===== config.mk =====
export PLATFORM = sky130hd
export DESIGN_NAME = muldiv_seq_flat
export DESIGN_NICKNAME = d
export VERILOG_FILES = /design/src/rtl/muldiv_seq_if.sv /design/src/rtl/muldiv_seq.sv /design/src/flat_wrapper.sv
export SDC_FILE = /design/constraint.sdc
export NUM_CORES = 1
export LEC_CHECK = 0
export CAP_MARGIN = 20
export CORE_MARGIN = 1
export CORE_UTILIZATION = 52
export CTS_CLUSTER_SIZE = 12
export DETAILED_ROUTE_END_ITERATION = 8
export GPL_ROUTABILITY_DRIVEN = 1
export GPL_TIMING_DRIVEN = 1
export PLACE_DENSITY_LB_ADDON = 0.2
export SLEW_MARGIN = 20
export SYNTH_ARGS = -nofsm -noshare
export SYNTH_HDL_FRONTEND = slang
export SYNTH_SLANG_ARGS = --single-unit

===== constraint.sdc =====
create_clock -name clk -period 6.35 [get_ports clk]
set_clock_uncertainty 0.1 [all_clocks]
set_input_delay 0.9525 -clock clk [delete_from_list [all_inputs] [get_ports clk]]
set_output_delay 0.9525 -clock clk [all_outputs]
set_load 0.05 [all_outputs]

===== src/rtl/muldiv_seq_if.sv =====
// Request/result bus between the EX-stage control and the HI/LO multiply/divide sequencer.
interface muldiv_seq_if #(
    parameter int unsigned WIDTH = 32
);
    logic             start;
    logic [1:0]       op;
    logic [WIDTH-1:0] a;
    logic [WIDTH-1:0] b;
    logic             wr_hi;
    logic             wr_lo;
    logic [WIDTH-1:0] wdata;
    logic             busy;
    logic             done;
    logic             div_by_zero;
    logic [WIDTH-1:0] hi;
    logic [WIDTH-1:0] lo;

    modport master (
        output start, op, a, b, wr_hi, wr_lo, wdata,
        input  busy, done, div_by_zero, hi, lo
    );

    modport slave (
        input  start, op, a, b, wr_hi, wr_lo, wdata,
        output busy, done, div_by_zero, hi, lo
    );
endinterface


===== src/rtl/muldiv_seq.sv =====
// Bit-serial MULT/MULTU/DIV/DIVU sequencer owning HI/LO (shift-add multiply, restoring divide).
// Define MULDIV_EARLY_OUT_EN to let multiplies finish once the remaining multiplier bits are zero.
module muldiv_seq #(
    parameter int unsigned WIDTH = 32,
    parameter int unsigned CNT_W = 6
) (
    input logic         clk,
    input logic         rst_n,
    muldiv_seq_if.slave bus
);
    localparam int unsigned W2 = 2 * WIDTH;
`ifdef MULDIV_EARLY_OUT_EN
    localparam bit EarlyOut = 1'b1;
`else
    localparam bit EarlyOut = 1'b0;
`endif

    typedef enum logic [1:0] {StIdle, StMul, StDiv, StDone} state_e;

    state_e           state_q, state_d;
    logic [CNT_W-1:0] cnt_q, cnt_d;
    logic [W2-1:0]    acc_q, acc_d;     // product, or {partial remainder, dividend/quotient}
    logic [W2-1:0]    mcand_q, mcand_d; // multiplicand aligned to the current bit weight
    logic [WIDTH-1:0] opb_q, opb_d;     // multiplier consumed LSB first, or divisor
    logic             neg_q, neg_d;
    logic             neg_rem_q, neg_rem_d;
    logic             dbz_q, dbz_d;
    logic [WIDTH-1:0] hi_q, hi_d;
    logic [WIDTH-1:0] lo_q, lo_d;

    logic             accept;
    logic             last;
    logic [WIDTH-1:0] mag_a, mag_b;
    logic [W2-1:0]    step;
    logic [WIDTH:0]   trial;

    always_comb begin
        state_d   = state_q;
        cnt_d     = cnt_q;
        acc_d     = acc_q;
        mcand_d   = mcand_q;
        opb_d     = opb_q;
        neg_d     = neg_q;
        neg_rem_d = neg_rem_q;
        dbz_d     = dbz_q;
        hi_d      = hi_q;
        lo_d      = lo_q;
        step      = acc_q;
        trial     = '0;
        last      = 1'b0;

        accept = bus.start && (state_q == StIdle || state_q == StDone);
        mag_a  = (bus.op[0] && bus.a[WIDTH-1]) ? -bus.a : bus.a;
        mag_b  = (bus.op[0] && bus.b[WIDTH-1]) ? -bus.b : bus.b;

        unique case (state_q)
            StMul: begin
                step    = opb_q[0] ? acc_q + mcand_q : acc_q;
                acc_d   = step;
                mcand_d = mcand_q << 1;
                opb_d   = opb_q >> 1;
                cnt_d   = cnt_q + CNT_W'(1);
                last    = (cnt_q == CNT_W'(WIDTH - 1)) || (EarlyOut && opb_q[WIDTH-1:1] == '0);
                if (last) begin
                    {hi_d, lo_d} = neg_q ? -step : step;
                    state_d      = StDone;
                end
            end
            StDiv: begin
                // Partial remainder is WIDTH+1 bits wide before the trial subtract.
                trial = acc_q[W2-1:WIDTH-1] - {1'b0, opb_q};
                if (!trial[WIDTH]) step = {trial[WIDTH-1:0], acc_q[WIDTH-2:0], 1'b1};
                else               step = {acc_q[W2-2:0], 1'b0};
                acc_d = step;
                cnt_d = cnt_q + CNT_W'(1);
                if (cnt_q == CNT_W'(WIDTH - 1)) begin
                    lo_d    = neg_q ? -step[WIDTH-1:0] : step[WIDTH-1:0];
                    hi_d    = neg_rem_q ? -step[W2-1:WIDTH] : step[W2-1:WIDTH];
                    state_d = StDone;
                end
            end
            StDone:  state_d = StIdle;
            default: state_d = StIdle;
        endcase

        if (accept) begin
            cnt_d     = '0;
            dbz_d     = 1'b0;
            opb_d     = mag_b;
            neg_d     = bus.op[0] && (bus.a[WIDTH-1] ^ bus.b[WIDTH-1]);
            neg_rem_d = bus.op[0] && bus.a[WIDTH-1];
            if (bus.op[1]) begin
                acc_d = {{WIDTH{1'b0}}, mag_a};
                if (bus.b == '0) begin
                    hi_d    = bus.a;
                    lo_d    = '1;
                    dbz_d   = 1'b1;
                    state_d = StDone;
                end else begin
                    state_d = StDiv;
                end
            end else begin
                acc_d   = '0;
                mcand_d = {{WIDTH{1'b0}}, mag_a};
                state_d = StMul;
            end
        end else if (state_q == StIdle || state_q == StDone) begin
            if (bus.wr_hi) hi_d = bus.wdata;
            if (bus.wr_lo) lo_d = bus.wdata;
        end
    end

    always_ff @(posedge clk) begin
        if (!rst_n) begin
            state_q   <= StIdle;
            cnt_q     <= '0;
            acc_q     <= '0;
            mcand_q   <= '0;
            opb_q     <= '0;
            neg_q     <= 1'b0;
            neg_rem_q <= 1'b0;
            dbz_q     <= 1'b0;
            hi_q      <= '0;
            lo_q      <= '0;
        end else begin
            state_q   <= state_d;
            cnt_q     <= cnt_d;
            acc_q     <= acc_d;
            mcand_q   <= mcand_d;
            opb_q     <= opb_d;
            neg_q     <= neg_d;
            neg_rem_q <= neg_rem_d;
            dbz_q     <= dbz_d;
            hi_q      <= hi_d;
            lo_q      <= lo_d;
        end
    end

    assign bus.busy        = (state_q == StMul) || (state_q == StDiv);
    assign bus.done        = (state_q == StDone);
    assign bus.div_by_zero = dbz_q;
    assign bus.hi          = hi_q;
    assign bus.lo          = lo_q;
endmodule


===== src/flat_wrapper.sv =====
// flat-port wrapper written by rule: the top's interface ports become plain ports
module muldiv_seq_flat 
#(
    parameter int unsigned WIDTH = 32,
    parameter int unsigned CNT_W = 6
)
  (clk, rst_n, bus_start, bus_op, bus_a, bus_b, bus_wr_hi, bus_wr_lo, bus_wdata, bus_busy, bus_done, bus_div_by_zero, bus_hi, bus_lo);
  muldiv_seq_if #(.WIDTH(WIDTH)) bus_i ();
  input logic clk;
  input logic rst_n;
  input wire logic [$bits(bus_i.start)-1:0] bus_start;
  input wire logic [$bits(bus_i.op)-1:0] bus_op;
  input wire logic [$bits(bus_i.a)-1:0] bus_a;
  input wire logic [$bits(bus_i.b)-1:0] bus_b;
  input wire logic [$bits(bus_i.wr_hi)-1:0] bus_wr_hi;
  input wire logic [$bits(bus_i.wr_lo)-1:0] bus_wr_lo;
  input wire logic [$bits(bus_i.wdata)-1:0] bus_wdata;
  output wire logic [$bits(bus_i.busy)-1:0] bus_busy;
  output wire logic [$bits(bus_i.done)-1:0] bus_done;
  output wire logic [$bits(bus_i.div_by_zero)-1:0] bus_div_by_zero;
  output wire logic [$bits(bus_i.hi)-1:0] bus_hi;
  output wire logic [$bits(bus_i.lo)-1:0] bus_lo;
  assign bus_i.start = bus_start;
  assign bus_i.op = bus_op;
  assign bus_i.a = bus_a;
  assign bus_i.b = bus_b;
  assign bus_i.wr_hi = bus_wr_hi;
  assign bus_i.wr_lo = bus_wr_lo;
  assign bus_i.wdata = bus_wdata;
  assign bus_busy = bus_i.busy;
  assign bus_done = bus_i.done;
  assign bus_div_by_zero = bus_i.div_by_zero;
  assign bus_hi = bus_i.hi;
  assign bus_lo = bus_i.lo;
  muldiv_seq #(.WIDTH(WIDTH), .CNT_W(CNT_W)) u_core (.clk(clk), .rst_n(rst_n), .bus(bus_i));
endmodule

After elaboration in Yosys (flattened, before gate mapping):

Cells that the tools add are included.

* register bits after elaboration: 235
* input bits: 103
* output and inout port bits: 67
* word-level logic and storage cells: 76

* add/subtract/negate cells: 8
* eq/ne operators: 5
* multiplexer cells: 39
* bitwise logic cells: 2
* reductions and logical operators: 12

Operators by type and width (count)
* 2-to-1 mux 32 bit: 21
* 2-to-1 mux 64 bit: 8
* negation 32 bit: 4
* case mux 32 bit (2 select lines): 2
* case mux 64 bit (2 select lines): 1
* adder 64 bit: 1
* negation 64 bit: 1
* subtractor 33 x 32 -> 33 bit: 1
* zero test 32 bit: 1
* 2-to-1 mux 2 bit: 4
* adder 6 x 1 -> 6 bit, second input constant: 1
* == test 6 x 5 -> 1 bit, second input constant: 1
* == test 2 bit, second input constant: 2
* logical AND 1 bit: 4
* OR reduction 2 bit: 2
* 2-to-1 mux 1 bit: 3
* inequality test 3 x 1 -> 1 bit, second input constant: 1
* nonzero test 3 bit: 1
* == test 2 x 1 -> 1 bit, second input constant: 1
* zero test 2 bit: 1
* logical OR 1 bit: 2
* nonzero test 2 bit: 1
* inverter 1 bit: 1
* XOR 1 bit: 1

Logic depth before layout (Yosys ltp):

* word-level depth: 10
* mapped depth: 26
* depth with buffers taken out: 24

Least setup slack after synthesis:

Ideal clock, no wire load.

* kind: flip-flop to flip-flop
* start: reg u_core.acc_q[31]
* end: reg u_core.hi_q[28], in the netlist u_core.bus.hi[28]
* library setup time: 86 ps
* data arrival time: 5384 ps
* data required time: 6164 ps
* setup slack: 779 ps
* cell stages (with the launch flop): 23
* buffers on the path: 3
* clock period less this slack: 5571 ps
* path through: dfxtp_1 > inv_1 > ha_1 > inv_1 > fa_1 > a21o_1 > a221oi_2 > o31ai_2 > o21a_1 > mux2i_1 > nor2_1 > buf_2 > buf_1 > buf_1 > mux2i_1 > ha_1 > nand3b_1 > o41ai_1 > nand2_1 > o21ai_0 > xor2_1 > o221a_1 > a221oi_2

* word-level cells in the longest chain between the ends: 10
* elaborated cells between the ends (all ways): 17
* those cells by class: 4 x add/sub; 13 x mux

Ends and longest elaborated chain
* from (decl): line muldiv_seq.sv:22 `logic [W2-1:0] acc_q, acc_d;`
* from (signal assigned): line muldiv_seq.sv:117 `acc_q <= '0;`
* from (signal assigned): line muldiv_seq.sv:128 `acc_q <= acc_d;`
* branches (longest 6 deep; another with adder 64 bit)
* case mux 32 bit (2 select lines) (*): line muldiv_seq.sv:56 `unique case (state_q)`
* 2-to-1 mux 32 bit (on tied branches): line muldiv_seq.sv:108, muldiv_seq.sv:94
* 2-to-1 mux 32 bit (on tied branches): line muldiv_seq.sv:107, muldiv_seq.sv:92
* 2-to-1 mux 32 bit (*): line muldiv_seq.sv:86 `if (accept) begin`
* to (signal assigned): line muldiv_seq.sv:134 `hi_q <= hi_d;`
* to (decl): line muldiv_seq.sv:28 `logic [WIDTH-1:0] hi_q, hi_d;`

Every way passes the cells marked *. The select of a mux whose other input is x is not followed.
A chain may end at the register's enable or synchronous reset.

Worst setup path in the final report:

* start: reg u_core.acc_q[31]
* end: reg u_core.hi_q[13], in the netlist u_core.bus.hi[13]

The elaborated chain is that of the path after synthesis.

==> results.toml <==
[final_layout]
post-route-cell-area_sq_mm = 0.0280
finalCoreUtilization_pct = 58.8
area_growth_pct = 11.9
n_fill_cell = 4491
nNetsFinal = 3732
drive_above_1_share_pct = 7.73
n_antenna_cell = 0

[sta]
finalHoldViolations = 0
tns_ps = 0
whs_ps = 387
grt_setup_unrepaired = "false"
slew_viol_final = 0
fin_crit_ps = 5930
worst_pin_slew_ps = 1130
max_slew_margin_pct = 24.7
setup_violations = 0
finalCritPeriodShare_pct = 93.4
max_freq_mhz = 169

[grt]
grt_overflow = 0
grt_max_degree = 82
grt_use_total_pct = 45.6
grt_pass1_vias = 27100
antenna_found_initial = 4
grt_pass1_wl_um = 172000
met1_usage_pct = 55.0
grt-busiest-layer = "met2"
globalRouteMet2Util_pct = 70.4
use_met3_pct = 9.53

[placement]
dpl_cell_area_sq_mm = 0.0269
dp_hpwl_um = 88200
routabilityCongestion = 1.08
io_buffers = 169

[min_path]
hp-class = "flop to flop"

[drt]
vias = 29200
post-route-drc-count = 0
routed_wl_um = 116000
avgRoutedWirePerCell_um = 27.9
drt-pass1-iter-count = 8
drt_iter0_drc = 4180
postRouteAntennaNets = 0
via_per_inst = 7.02

[logic_synthesis]
synth_common_cells = "nand2_1 (400), nor2_1 (359), o21ai_0 (336)"
synthArstFlopShare_pct = 0
synth.mux.area_fraction_pct = 6.10
synth_cell_types = 124
syn_nets = 3705
synth_top_family_by_area = "compound AO/OA/AOI/OAI gates"
synth_fa_ha_area_share_pct = 5.36
syn_avg_cell_area_sq_um = 7.16
synth.most_common_cell = "nand2_1"
synth_compound_area_share_pct = 31.3
synth_top_cell_by_area = "dfxtp_1"
postSynthCellCount = 3496
synth.area.top_cells = "dfxtp_1 (19%), o21ai_0 (6.7%), nand2_1 (6.0%)"
seq_area_frac_synth_pct = 18.8
synth-main-ff-cell = "dfxtp_1"
synthXorXnorAreaFrac_pct = 7.56
synth-simple-area-share_pct = 24.1
ys_seq_elements = 235
yosysTopAreaCellShare_pct = 18.8
syn_area_sq_mm = 0.0250
synth_edf_count = 0
ys_warn_count = 0

[setup_path]
cp_slowest_cell = "a41oi_1"
critPathMaxFanout = 23
cp_common_cell = "inv_1"
cp-end-kind = "flop"
critPathKind = "flop to flop"
cp-start-kind = "flop"
critical_path_required_ps = 6730
worstPathCellList = "inv_1 > ha_1 > inv_1 > fa_1 > a21o_1 > a221oi_2 > o31ai_2 > o21a_1 > mux2i_1 > nor2_4 > inv_1 > buf_4 > or4_1 > o22ai_2 > a31oi_1 > xor2_1 > a21oi_1 > a41oi_1 > o21ai_0"
critical_path_arrival_ps = 6320
cp_slowest_stage_delay_ps = 650

[pwr]
cellPowerDensity_mw_per_mm2 = 498
total_leakage_power_nw = 10.3
vdd_drop_max_v = 0.000278

[floorplan]
placeableCoreArea_sq_mm = 0.0476
ios = 170
start_util_pct = 52.5
die_y_um = 221
row_count = 80
fp.dieArea_sq_mm = 0.0490
die_w_um = 221

[clock_network]
cts_sinks = 235
cts-root-buf = "clkbuf_16"
cts_buffers = 30
cts_setup_buffers = 0
cts_tree = "yes"
ctsHoldBuffers = 0
htreeDepth = 1
insertion_delay_ps = 630
cts_buffer_depth = 3
clkTransAtPathRegs_ps = 70
post_cts_resized = 0

[run]
cap_violations = 0

[run_status]
status = "finished clean"
==> path summary, 6_finish.rpt <==
kind / from / end / slack, ps / cells past startpoint
setup / recovery: u_core.acc_q[31] / u_core.bus.hi[13] / 420 / 19
hold / removal: u_core.bus.div_by_zero / u_core.bus.div_by_zero / 390 / 2
setup reg to reg: u_core.acc_q[31] / u_core.bus.hi[13] / 420 / 19
hold reg to reg: u_core.bus.div_by_zero / u_core.bus.div_by_zero / 390 / 2
==> area by class of cell <==
| cell class | count | area [sq um] | area share, % |
|---|---|---|---|
| Clock buffer | 32 | 778 | 2.78 |
| Timing Repair Buffer | 258 | 2370 | 8.45 |
| Clock inverter | 23 | 337 | 1.20 |
| Multi-Input combinational cell | 2911 | 18700 | 66.8 |
| Sequential cell | 235 | 4710 | 16.8 |
| Inverter | 87 | 329 | 1.18 |
| Tap cell | 615 | 769 | 2.75 |
==> worst max-delay path, delay by kind of cell (launching register included) <==
family | cells | cell delay (ps)
AND/OR/NAND/NOR | 2 | 980
AO/OA/AOI/OAI | 9 | 2830
adder cells (fa/ha/maj) | 2 | 620
flip-flops | 1 | 350
XOR/XNOR | 1 | 190
multiplexers | 1 | 230
buffers and inverters | 4 | 500
==> metal layers <==
metal	part of all wire, %	wire length (um)
met4	9.7	11300
met1	37	43400
met5	0.030	35
met3	10	11800
met2	43	49600
==> power breakdown <==
part | internal [mW] | switching, mW
clock | 1.21 | 0.784
combinational | 3.15 | 6.45
sequential | 1.86 | 0.498
==> logic make-up (layout without fill, tap and decap cells) <==
family | after synthesis | after routing
compound gates | 1192 | 1192
xor+xnor | 216 | 216
fa+ha+maj | 106 | 106
buf+inv | 350 | 400
flops | 235 | 235
mux | 151 | 151
simple gates | 1246 | 1246
==> layout by cell type, fill, tap and decap left out, types with 16 or more instances in the layout <==
cell type and n:
and2_1 17, nand3_1 67, nor4_1 31, nand4_1 44
inv_1 83, or3_1 41, and3_1 19, ha_1 102
nand2b_1 28, a31o_2 19, nor2_1 355, o21a_1 24
clkbuf_16 30, o21ai_0 336, o211ai_1 57, a21oi_1 263
o221ai_1 29, a31oi_1 45, mux2i_1 139, buf_4 88
a221oi_1 37, a211oi_1 90, a21o_1 40, a22oi_1 24
o31ai_1 46, o41ai_1 17, clkdlybuf4s50_1 168, nor2b_1 46
dfxtp_1 233, nor3_1 88, xor2_1 103, nand2_1 397
xnor2_1 113, or4_1 16
==> flip-flops by register name, summed over array words and instances, names as in the netlist <==
register                count
u_core.neg_q                1
u_core.state_q              2
u_core.bus.hi              32
u_core.acc_q               64
u_core.cnt_q                6
u_core.bus.div_by_zero      1
u_core.mcand_q             64
u_core.opb_q               32
u_core.bus.lo              32
u_core.neg_rem_q            1
==> metrics by stage <==
stage,cells,power [mW],setup slack [ps]
final,4161,14.0,418
after CTS,4160,13.5,646
after global placement,4105,11.4,710
after global routing,4161,14.5,250
after detailed placement,4105,11.5,710
after floorplan,3496,8.64,779
Power figures use the tool's default switching activity.
